### src/rtl/gmac_arb_pkg.sv
// Shared types and defaults for the GMAC TX arbiter.
// Holds the FSM state encoding and default timing constants.
// No logic; imported by the arbiter and its round-robin selector.
package gmac_arb_pkg;

  typedef enum logic [1:0] {
    IDLE = 2'd0,
    REQ  = 2'd1,
    XFER = 2'd2,
    GAP  = 2'd3
  } arb_state_t;

  localparam int IFG_DEFAULT     = 12;
  localparam int TIMEOUT_DEFAULT = 4096;

endpackage

### src/rtl/gmac_tx_arbiter_rr_pick.sv
// rr_pick: combinational round-robin selector.
// Zero latency; searches from last_sel+1 upward, wrapping to 0.
// No backpressure; 'any' flags that at least one request is pending.
module rr_pick
  import gmac_arb_pkg::*;
#(
  parameter int N  = 2,
  parameter int SW = (N > 1) ? $clog2(N) : 1
) (
  input  logic [N-1:0]  req,
  input  logic [SW-1:0] last_sel,
  output logic [SW-1:0] sel,
  output logic          any
);

  logic found_hi;

  // Lowest requester above last_sel wins; otherwise lowest requester overall.
  always_comb begin
    sel      = last_sel;
    found_hi = 1'b0;
    any      = |req;
    for (int i = N - 1; i >= 0; i--) begin
      if (req[i] && (i > int'(last_sel))) begin
        sel      = SW'(i);
        found_hi = 1'b1;
      end
    end
    if (!found_hi) begin
      for (int i = N - 1; i >= 0; i--) begin
        if (req[i]) sel = SW'(i);
      end
    end
  end

endmodule

### src/rtl/gmac_tx_arbiter.sv
// gmac_tx_arbiter: shares one GMAC TX channel among NUM_REQ frame sources.
// Latency: selected source's bytes/strobes reach the GMAC 1 cycle after input.
// Backpressure: sources wait on gnt_o; GMAC paces us via mac_confirm_i. Stall
// timeout is built only with GMAC_ARB_TIMEOUT_EN defined.
module gmac_tx_arbiter
  import gmac_arb_pkg::*;
#(
  parameter int NUM_REQ        = 2,
  parameter int IFG_CYCLES     = IFG_DEFAULT,
  parameter int TIMEOUT_CYCLES = TIMEOUT_DEFAULT
) (
  input  logic                 clk125,
  input  logic                 rst,
  input  logic [NUM_REQ-1:0]   req_i,
  input  logic [NUM_REQ-1:0]   val_i,
  input  logic [NUM_REQ-1:0]   sof_i,
  input  logic [NUM_REQ-1:0]   eof_i,
  input  logic [8*NUM_REQ-1:0] data_i,
  output logic [NUM_REQ-1:0]   gnt_o,
  output logic                 mac_req_o,
  input  logic                 mac_confirm_i,
  output logic                 mac_val_o,
  output logic                 mac_sof_o,
  output logic                 mac_eof_o,
  output logic [7:0]           mac_data_o,
  output logic                 busy_o,
  output logic [15:0]          timeout_cnt_o
);

  localparam int SW = (NUM_REQ > 1) ? $clog2(NUM_REQ) : 1;

  arb_state_t    state;
  logic [SW-1:0] sel;
  logic [SW-1:0] last_sel;
  logic [SW-1:0] pick_sel;
  logic          pick_any;
  logic [7:0]    gap_cnt;
  logic          val_sel;
  logic          sof_sel;
  logic          eof_sel;
  logic [7:0]    data_sel;
  logic          stall_hit;

  rr_pick #(.N(NUM_REQ), .SW(SW)) u_pick (
    .req      (req_i),
    .last_sel (last_sel),
    .sel      (pick_sel),
    .any      (pick_any)
  );

  assign val_sel  = val_i[sel];
  assign sof_sel  = sof_i[sel];
  assign eof_sel  = eof_i[sel];
  assign data_sel = data_i[{sel, 3'b000} +: 8];
  assign busy_o   = (state != IDLE);

  // Main FSM. GAP holds IFG_CYCLES+1 cycles: the first carries the registered
  // eof byte, the remaining IFG_CYCLES are fully quiet on the GMAC side.
  always_ff @(posedge clk125 or posedge rst) begin
    if (rst) begin
      state      <= IDLE;
      sel        <= '0;
      last_sel   <= SW'(NUM_REQ - 1);
      gnt_o      <= '0;
      mac_req_o  <= 1'b0;
      mac_val_o  <= 1'b0;
      mac_sof_o  <= 1'b0;
      mac_eof_o  <= 1'b0;
      mac_data_o <= 8'h00;
      gap_cnt    <= 8'h00;
    end else begin
      mac_val_o  <= 1'b0;
      mac_sof_o  <= 1'b0;
      mac_eof_o  <= 1'b0;
      mac_data_o <= 8'h00;
      case (state)
        IDLE: begin
          if (pick_any) begin
            sel       <= pick_sel;
            mac_req_o <= 1'b1;
            state     <= REQ;
          end
        end
        REQ: begin
          if (!req_i[sel]) begin
            // Source withdrew before the GMAC confirmed.
            mac_req_o <= 1'b0;
            last_sel  <= sel;
            state     <= IDLE;
          end else if (mac_confirm_i) begin
            mac_req_o <= 1'b0;
            gnt_o     <= NUM_REQ'(1) << sel;
            last_sel  <= sel;
            state     <= XFER;
          end else if (stall_hit) begin
            mac_req_o <= 1'b0;
            last_sel  <= sel;
            state     <= IDLE;
          end
        end
        XFER: begin
          mac_val_o  <= val_sel;
          mac_sof_o  <= val_sel & sof_sel;
          mac_eof_o  <= val_sel & eof_sel;
          mac_data_o <= val_sel ? data_sel : 8'h00;
          if (val_sel && eof_sel) begin
            gnt_o   <= '0;
            gap_cnt <= 8'h00;
            state   <= GAP;
          end else if (stall_hit) begin
            // Close the stalled frame with a synthetic empty eof byte.
            mac_val_o  <= 1'b1;
            mac_eof_o  <= 1'b1;
            mac_data_o <= 8'h00;
            gnt_o      <= '0;
            gap_cnt    <= 8'h00;
            state      <= GAP;
          end
        end
        GAP: begin
          if (gap_cnt == 8'(IFG_CYCLES)) state <= IDLE;
          else gap_cnt <= gap_cnt + 8'd1;
        end
        default: state <= IDLE;
      endcase
    end
  end

`ifdef GMAC_ARB_TIMEOUT_EN
  localparam int TW = $clog2(TIMEOUT_CYCLES + 1);

  logic [TW-1:0] stall_cnt;
  logic          stall_cond;

  assign stall_cond = ((state == REQ) && req_i[sel] && !mac_confirm_i) ||
                      ((state == XFER) && !val_sel);
  assign stall_hit  = stall_cond && (stall_cnt == TW'(TIMEOUT_CYCLES - 1));

  // Count consecutive stalled cycles; any progress or a timeout restarts it.
  always_ff @(posedge clk125 or posedge rst) begin
    if (rst) stall_cnt <= '0;
    else if (stall_cond && !stall_hit) stall_cnt <= stall_cnt + 1'b1;
    else stall_cnt <= '0;
  end

  // Saturating count of aborted transactions.
  always_ff @(posedge clk125 or posedge rst) begin
    if (rst) timeout_cnt_o <= 16'h0000;
    else if (stall_hit && (timeout_cnt_o != 16'hFFFF)) timeout_cnt_o <= timeout_cnt_o + 16'd1;
  end
`else
  logic [31:0] unused_timeout_cycles;

  assign unused_timeout_cycles = 32'(TIMEOUT_CYCLES);
  assign stall_hit             = 1'b0;
  assign timeout_cnt_o         = 16'h0000;
`endif

endmodule
### config.mk
export PLATFORM = sky130hd
export DESIGN_NAME = gmac_tx_arbiter
export DESIGN_NICKNAME = d
export VERILOG_FILES = /design/src/rtl/gmac_arb_pkg.sv /design/src/rtl/gmac_tx_arbiter_rr_pick.sv /design/src/rtl/gmac_tx_arbiter.sv
export SDC_FILE = /design/constraint.sdc
export NUM_CORES = 1
export LEC_CHECK = 0
export ABC_AREA = 1
export CORE_ASPECT_RATIO = 1.75
export CORE_UTILIZATION = 39
export DETAILED_ROUTE_END_ITERATION = 12
export PLACE_DENSITY_LB_ADDON = 0.3
export SYNTH_ARGS = -nofsm -noshare
export SYNTH_HDL_FRONTEND = slang
export SYNTH_SLANG_ARGS = --single-unit
### constraint.sdc
create_clock -name clk125 -period 1.45 [get_ports clk125]
set_clock_uncertainty 0.2 [all_clocks]
set_input_delay 0.435 -clock clk125 [delete_from_list [all_inputs] [get_ports clk125]]
set_output_delay 0.435 -clock clk125 [all_outputs]
set_load 0.1 [all_outputs]
==> results of run 1 <==
## cell usage after synthesis, types with 2 or more instances
library cell / instances
nand4_1: 3
a21oi_1: 11
ha_1: 2
nand2_2: 2
o21ai_0: 3
nand2_1: 56
xnor2_1: 2
nand2_8: 2
o21ai_2: 3
nor2_1: 10
clkbuf_1: 2
dfrtp_1: 25
nand3_1: 16
inv_1: 17
buf_4: 16
## worst min-delay path, cell delays in order
cell and delay [ns]:
clkdlybuf4s50_1 0.39, inv_1 0.09, buf_12 0.19
## cell families (layout without fill, tap and decap cells)
| family | Yosys count | in the layout | synth area share (%) |
|---|---|---|---|
| other | 1 | 16 | 0.252 |
| xor gates and xnor gates | 3 | 3 | 1.77 |
| buffers and inverters | 37 | 98 | 13.6 |
| DFF | 26 | 26 | 43.9 |
| adders and majority gates | 2 | 2 | 1.68 |
| and+or+nand+nor | 95 | 96 | 30.1 |
| AOI/OAI and AO/OA | 20 | 20 | 8.76 |
## sequential cells by signal, summed over array words and instances (netlist names), named ones only
register / count
gap_cnt: 8
mac_req_o: 1
mac_eof_o: 1
gnt_o: 2
mac_val_o: 1
mac_sof_o: 1
sel: 1
mac_data_o: 8
state: 1
last_sel: 1
## cells in the final DEF (no fill, tap or decap), types with 2 or more instances in the layout
cell type | synthesis | layout
nand2_1 | 56 | 49
buf_4 | 16 | 28
clkdlybuf4s50_1 | 0 | 26
buf_12 | 0 | 17
conb_1 | 1 | 16
inv_1 | 17 | 14
dfrtp_2 | 0 | 14
dfrtp_1 | 25 | 11
a21oi_2 | 0 | 10
nand3_1 | 16 | 10
nor2_1 | 10 | 8
nand2_2 | 2 | 7
nand3_2 | 1 | 6
nand2_4 | 1 | 4
nand4_1 | 3 | 3
inv_2 | 1 | 3
nor2_4 | 0 | 3
o21ai_2 | 3 | 3
clkbuf_8 | 0 | 3
nand2_8 | 2 | 2
xnor2_1 | 2 | 2
o21ai_1 | 0 | 2
buf_6 | 0 | 2
## power by group
part	internal, W	switching [W]
logic	0.000493	0.000821
clock network	0.000370	0.000250
registers	0.000789	0.0000544
## through the flow
| step | cells | hold WS, ns | utilization (%) | instance area (um2) | total power (W) |
|---|---|---|---|---|---|
| 6_report | 307 | 0.264 | 71.6 | 2600 | 0.00278 |
| 5_1_grt | 307 | 0.287 | 71.6 | 2600 | 0.00288 |
| 4_1_cts | 300 | 0.280 | 67.2 | 2440 | 0.00264 |
| 3_5_place_dp | 290 | 0.287 | 63.1 | 2290 | 0.00196 |
| 3_3_place_gp | 290 | 0.284 | 63.1 | 2290 | 0.00195 |
| 2_1_floorplan | 199 | 0.266 | - | 1610 | 0.00160 |
## metal layers
layer / share of wire, % / vias to the layer above / GRT usage, %
li1: - / 700 / -
met1: 33 / 660 / 16.2
met2: 61 / 39 / 37.8
met3: 2.9 / 9 / 2.91
met4: 2.8 / 0 / 10.2
met5: 0 / - / 0
## worst max path at each step
stage | end | cells past startpoint | from | slack, ns
floorplan | sel | 4 | flip-flop | -0.21
finish | busy_o | 3 | state[0] | -0.34
global placement | gap_cnt[0] | 9 | val_i[1] | -0.31
CTS | busy_o | 3 | state[0] | -0.34
global route | busy_o | 3 | state[0] | -0.39
detailed placement | gap_cnt[0] | 9 | val_i[1] | -0.34
## area by class of cell
type,instances,area share [%]
clock buffer,3,1.59
inverter,19,3.08
clock inverter,1,1.16
sequential,26,25.8
tap,46,2.21
multi-input combinational,137,32.6
timing repair buffer,75,33.6
## what timing repair did
| item | in CTS | in global routing |
|---|---|---|
| pin swaps | 4 | 2 |
| gates cloned | 0 | 2 |
| gates resized for setup | 7 | 25 |
| buffers inserted | 6 | 5 |
| endpoints found under the setup margin | 25 | 39 |
==> flow_summary_export.csv, run 1 <==
group,metric,value,unit
outcome,run_status,"complete, but fails checks",
outcome,violations,"setup timing",
floorplan,num_rows,29,
route,drc,0,
grt,first_global_vias,1348,
worst_setup_path,r2r_slack,-0.25,ns
layout,nets,291,
layout,fillers,263,
route,drtIter0Drc,28,
floorplan,die_h,83.6,um
worst_setup_path,critPathBufInv,2,
worst_setup_path,cp-start-kind,"flip-flop",
route,num_vias,1408,
worst_hold_path,min_path_type,"in -> async",
yosys,yosysWarnings,0,
route,wirelength,3.83,mm
timing,slew_violations,0,
grt,grt_use_total,18.6,%
layout,antenna_cells,0,
yosys,synth.area.top_cells,"dfrtp_1 42%, nand2_1 14%, buf_4 8.1%, nand3_1 5.4%, inv_1 4.3%",
layout,area_delta_synth_final,75.0,%
worst_setup_path,reg2reg_from,"state[0]",
cts,clk_latency,0.28,ns
worst_setup_path,r2r_end,"mac_data_o[4]",
floorplan,pin_count,58,
worst_setup_path,path_cells,"nor2_4, clkinvlp_4, buf_12",
yosys,synth-seq-cells,26,
yosys,yosys.area.top_type,"dfrtp_1",
yosys,async_reset_ff_share,100,%
grt,grt_start_max_net_pins,27,
worst_setup_path,crit_arrival,1.16,ns
cts,ctsRootBufferMaster,"clkbuf_8",
yosys,avgSynthCellArea,8.07,um2
grt,grt_pass1_wl,5.69,mm
timing,timing_hold_violations_final,0,
worst_setup_path,crit_required,0.82,ns
placed_design,dp_hpwl,2.70,mm
cts,cts_tree,"built",
timing,min_period,1.79,ns
cts,clk_pin_slew,0.10,ns
layout,multi_input_area,847,um2
yosys,syn_area,1490,um2
cts,cts_buffers,3,
timing,finalSetupTns,-4.80,ns
route,first_pass_iters,4,
pwr,p_leak,1.24,nW
yosys,synth_top_area_share,42.1,%
worst_setup_path,cp_slowest_stage_delay,0.42,ns
layout,drive_above_1_share,43.3,%
worst_setup_path,worst-setup-path-type,"reg -> out",
placed_design,globalplace.congestion,0.833,
route,ant_nets,0,
worst_setup_path,critPathMaxFanout,2,
cts,h-tree-depth,1,
timing,setup_ws,-0.341,ns
yosys,yosysSeqAreaShare,43.9,%
route,wl_per_cell,12.5,um
worst_setup_path,cp-end-kind,"output port",
floorplan,core_area,3630,um2
pwr,ir_drop,919,uV
placed_design,place_ws,-0.342,ns
cts,clk_path_buf_depth,2,
cts,cts_hold_buf,0,
route,vias_per_cell,4.59,
yosys,synth_top_flop_cell,"dfrtp_1",
floorplan,die_width,48.7,um
timing,fmax,558,MHz
flow_run,cap_violations,0,
floorplan,start_util,40.9,%
timing,rsz0062_at_grt,"yes",
pwr,p_per_area,1070,nW/um2
timing,setup_viol,38,
grt,antenna_found_initial,0,
worst_setup_path,reg2regPathDepth,8,
grt,gr-total-overflow,0,
worst_setup_path,critPathTopFamily,"flip-flops",
yosys,synth_edf_count,0,
cts,clock-sinks,26,
worst_setup_path,critical-path-slowest-cell,"dfrtp_1",
floorplan,die-area,4070,um2
layout,sequential_cell_area,669,um2
yosys,synthCells,184,
timing,finalCritPeriodShare,124,%
placed_design,portBuffers,41,
yosys,synth.distinct_cells,29,
Note: power is estimated with default switching activity, not from simulation.
==> run 2, diff against run 1 <==
--- a/config.mk
+++ b/config.mk
@@ -10,6 +10,7 @@
 export CORE_UTILIZATION = 39
 export DETAILED_ROUTE_END_ITERATION = 12
 export PLACE_DENSITY_LB_ADDON = 0.3
+export REMOVE_ABC_BUFFERS = 1
 export SYNTH_ARGS = -nofsm -noshare
 export SYNTH_HDL_FRONTEND = slang
 export SYNTH_SLANG_ARGS = --single-unit
==> run 2 against run 1 <==
Against the previous run: the flow still finishes with violations (setup timing); design area fell by 6.6%; total power fell by 13%; worst hold slack improved by 0.027 ns; flip-flop and latch count did not move; register-to-register slack improved by 0.16 ns; cell count fell by 3.3%; wire length fell by 7.6%; core utilization fell by 4.7 points; count of clock-buffer cells in the layout rose by 1; first-iteration DRC count rose by 14%; sequential share of layout area rose by 1.1 points; worst setup slack improved by 0.099 ns; largest power group unchanged.
==> flow_summary_export.csv, run 2 (synthesis gave the netlist of run 1 again) <==
group,metric,value,unit
outcome,run_status,"complete, but fails checks",
outcome,violations,"setup timing",
floorplan,start_util,40.9,%
cts,clk_latency,0.27,ns
layout,reg_top3,"gap_cnt (8), mac_data_o (8), gnt_o (2)",
layout,multi_input_area,823,um2
cts,ctsRootBufferMaster,"clkbuf_8",
layout,sequential_cell_area,653,um2
layout,final_core_util,66.9,%
placed_design,placed_area,2210,um2
timing,fmax,591,MHz
pwr,p_per_area,999,nW/um2
timing,setup_ws,-0.243,ns
timing,finalSetupTns,-1.58,ns
timing,timing_hold_violations_final,0,
worst_setup_path,r2r_slack,-0.09,ns
flow_run,cap_violations,0,
timing,holdWs,0.291,ns
floorplan,num_rows,29,
worst_setup_path,r2r_end,"gap_cnt[2]",
floorplan,die_h,83.6,um
floorplan,die_width,48.7,um
grt,grt_use_total,18.9,%
route,wirelength,3.54,mm
floorplan,core_area,3630,um2
timing,setup_viol,24,
layout,nets,281,
worst_hold_path,min_path_type,"in -> async",
grt,gr-total-overflow,0,
route,drtIter0Drc,32,
route,drc,0,
timing,finalCritPeriodShare,117,%
floorplan,die-area,4070,um2
cts,clock-sinks,26,
pwr,p_leak,1.23,nW
layout,fillers,313,
grt,grt_start_max_net_pins,27,
cts,h-tree-depth,1,
placed_design,place_ws,-0.323,ns
worst_setup_path,crit_required,0.82,ns
worst_setup_path,worst-setup-path-type,"reg -> out",
timing,min_period,1.69,ns
placed_design,globalplace.congestion,0.831,
worst_setup_path,reg2reg_from,"gap_cnt[0]",
worst_setup_path,critPathMaxFanout,2,
grt,grt_pass1_wl,5.85,mm
worst_setup_path,reg2regPathDepth,7,
route,num_vias,1412,
worst_setup_path,cp-end-kind,"output port",
worst_setup_path,cp-start-kind,"flip-flop",
cts,cts_tree,"built",
layout,antenna_cells,0,
cts,cts_buffers,3,
cts,clk_path_buf_depth,2,
layout,mostFrequentLayoutCells,"50 x nand2_1, 24 x dfrtp_1, 24 x clkdlybuf4s50_1",
route,ant_nets,0,
placed_design,portBuffers,41,
layout,area_delta_synth_final,63.4,%
route,wl_per_cell,11.9,um
layout,mostFrequentLayoutCell,"nand2_1",
worst_setup_path,crit_arrival,1.06,ns
layout,design_area,2430,um2
floorplan,pin_count,58,
cts,clk_pin_slew,0.09,ns
pwr,ir_drop,948,uV
grt,antenna_found_initial,0,
timing,slew_violations,0,
grt,first_global_vias,1392,
route,first_pass_iters,4,
timing,rsz0062_at_grt,"yes",
placed_design,dp_hpwl,2.63,mm
layout,drive_above_1_share,34.3,%
route,vias_per_cell,4.75,
[run 2: cell count changes in the layout (fill, tap and decap cells not counted), sizes merged]
cell / previous run / this run
buf: 48 / 39
inv: 18 / 19
clkinvlp: 1 / 0
dlymetal6s2s: 0 / 2
clkdlybuf4s50: 26 / 24
bufinv: 1 / 0
[run 2: area by class of cell]
cell class | count | share of cell area [%]
repair buffers | 65 | 31.7
multi-input cells | 137 | 33.9
clock buffers | 4 | 1.86
inverters | 19 | 3.25
well taps | 46 | 2.37
flip-flops and latches | 26 | 26.9
[run 2: through the flow]
stage          std cells  total power, W
6_report             297         0.00242
3_3_place_gp         290         0.00191
5_1_grt              297         0.00255
4_1_cts              295         0.00237
3_5_place_dp         290         0.00192
2_1_floorplan        181         0.00152
[run 2: metal layers]
layer,vias up,GRT usage (%),wire (um),share of wire (%)
met4,0,13.6,132,3.7
met5,-,0,0,0
li1,686,-,-,-
met2,41,34.8,2060,58
met1,674,18.5,1230,35
met3,11,2.37,119,3.4
[run 2: critical path, cell delays in order, from the launching register on]
cell,delay (ns)
dfrtp_1,0.40
nor2_2,0.15
inv_2,0.07
buf_12,0.16
[run 2: timing repair]
| item | 4_1_cts | 5_1_grt |
|---|---|---|
| pin swaps | 10 | 8 |
| hold buffers | 0 | 0 |
| resized for setup | 19 | 23 |
| gates cloned | 0 | 1 |
| setup buffers | 1 | 1 |
| endpoints found under the setup margin | 25 | 39 |
[run 2: where the power goes]
| part | switching, W | internal [W] | total, W |
|---|---|---|---|
| Combinational | 0.000761 | 0.000395 | 0.00116 |
| Clock | 0.000229 | 0.000197 | 0.000426 |
| Sequential | 0.0000563 | 0.000786 | 0.000842 |
| Total | 0.00105 | 0.00138 | 0.00242 |
[run 2: worst max path at each step]
stage | startpoint | to | slack [ns] | cells after the start
final | flip-flop | busy_o | -0.24 | 3
after floorplan | state[0] | busy_o | -0.24 | 2
after detailed placement | eof_i[1] | state[0] | -0.32 | 9
after CTS | flip-flop | busy_o | -0.25 | 3
after global placement | eof_i[1] | state[0] | -0.30 | 9
after global routing | flip-flop | busy_o | -0.30 | 3
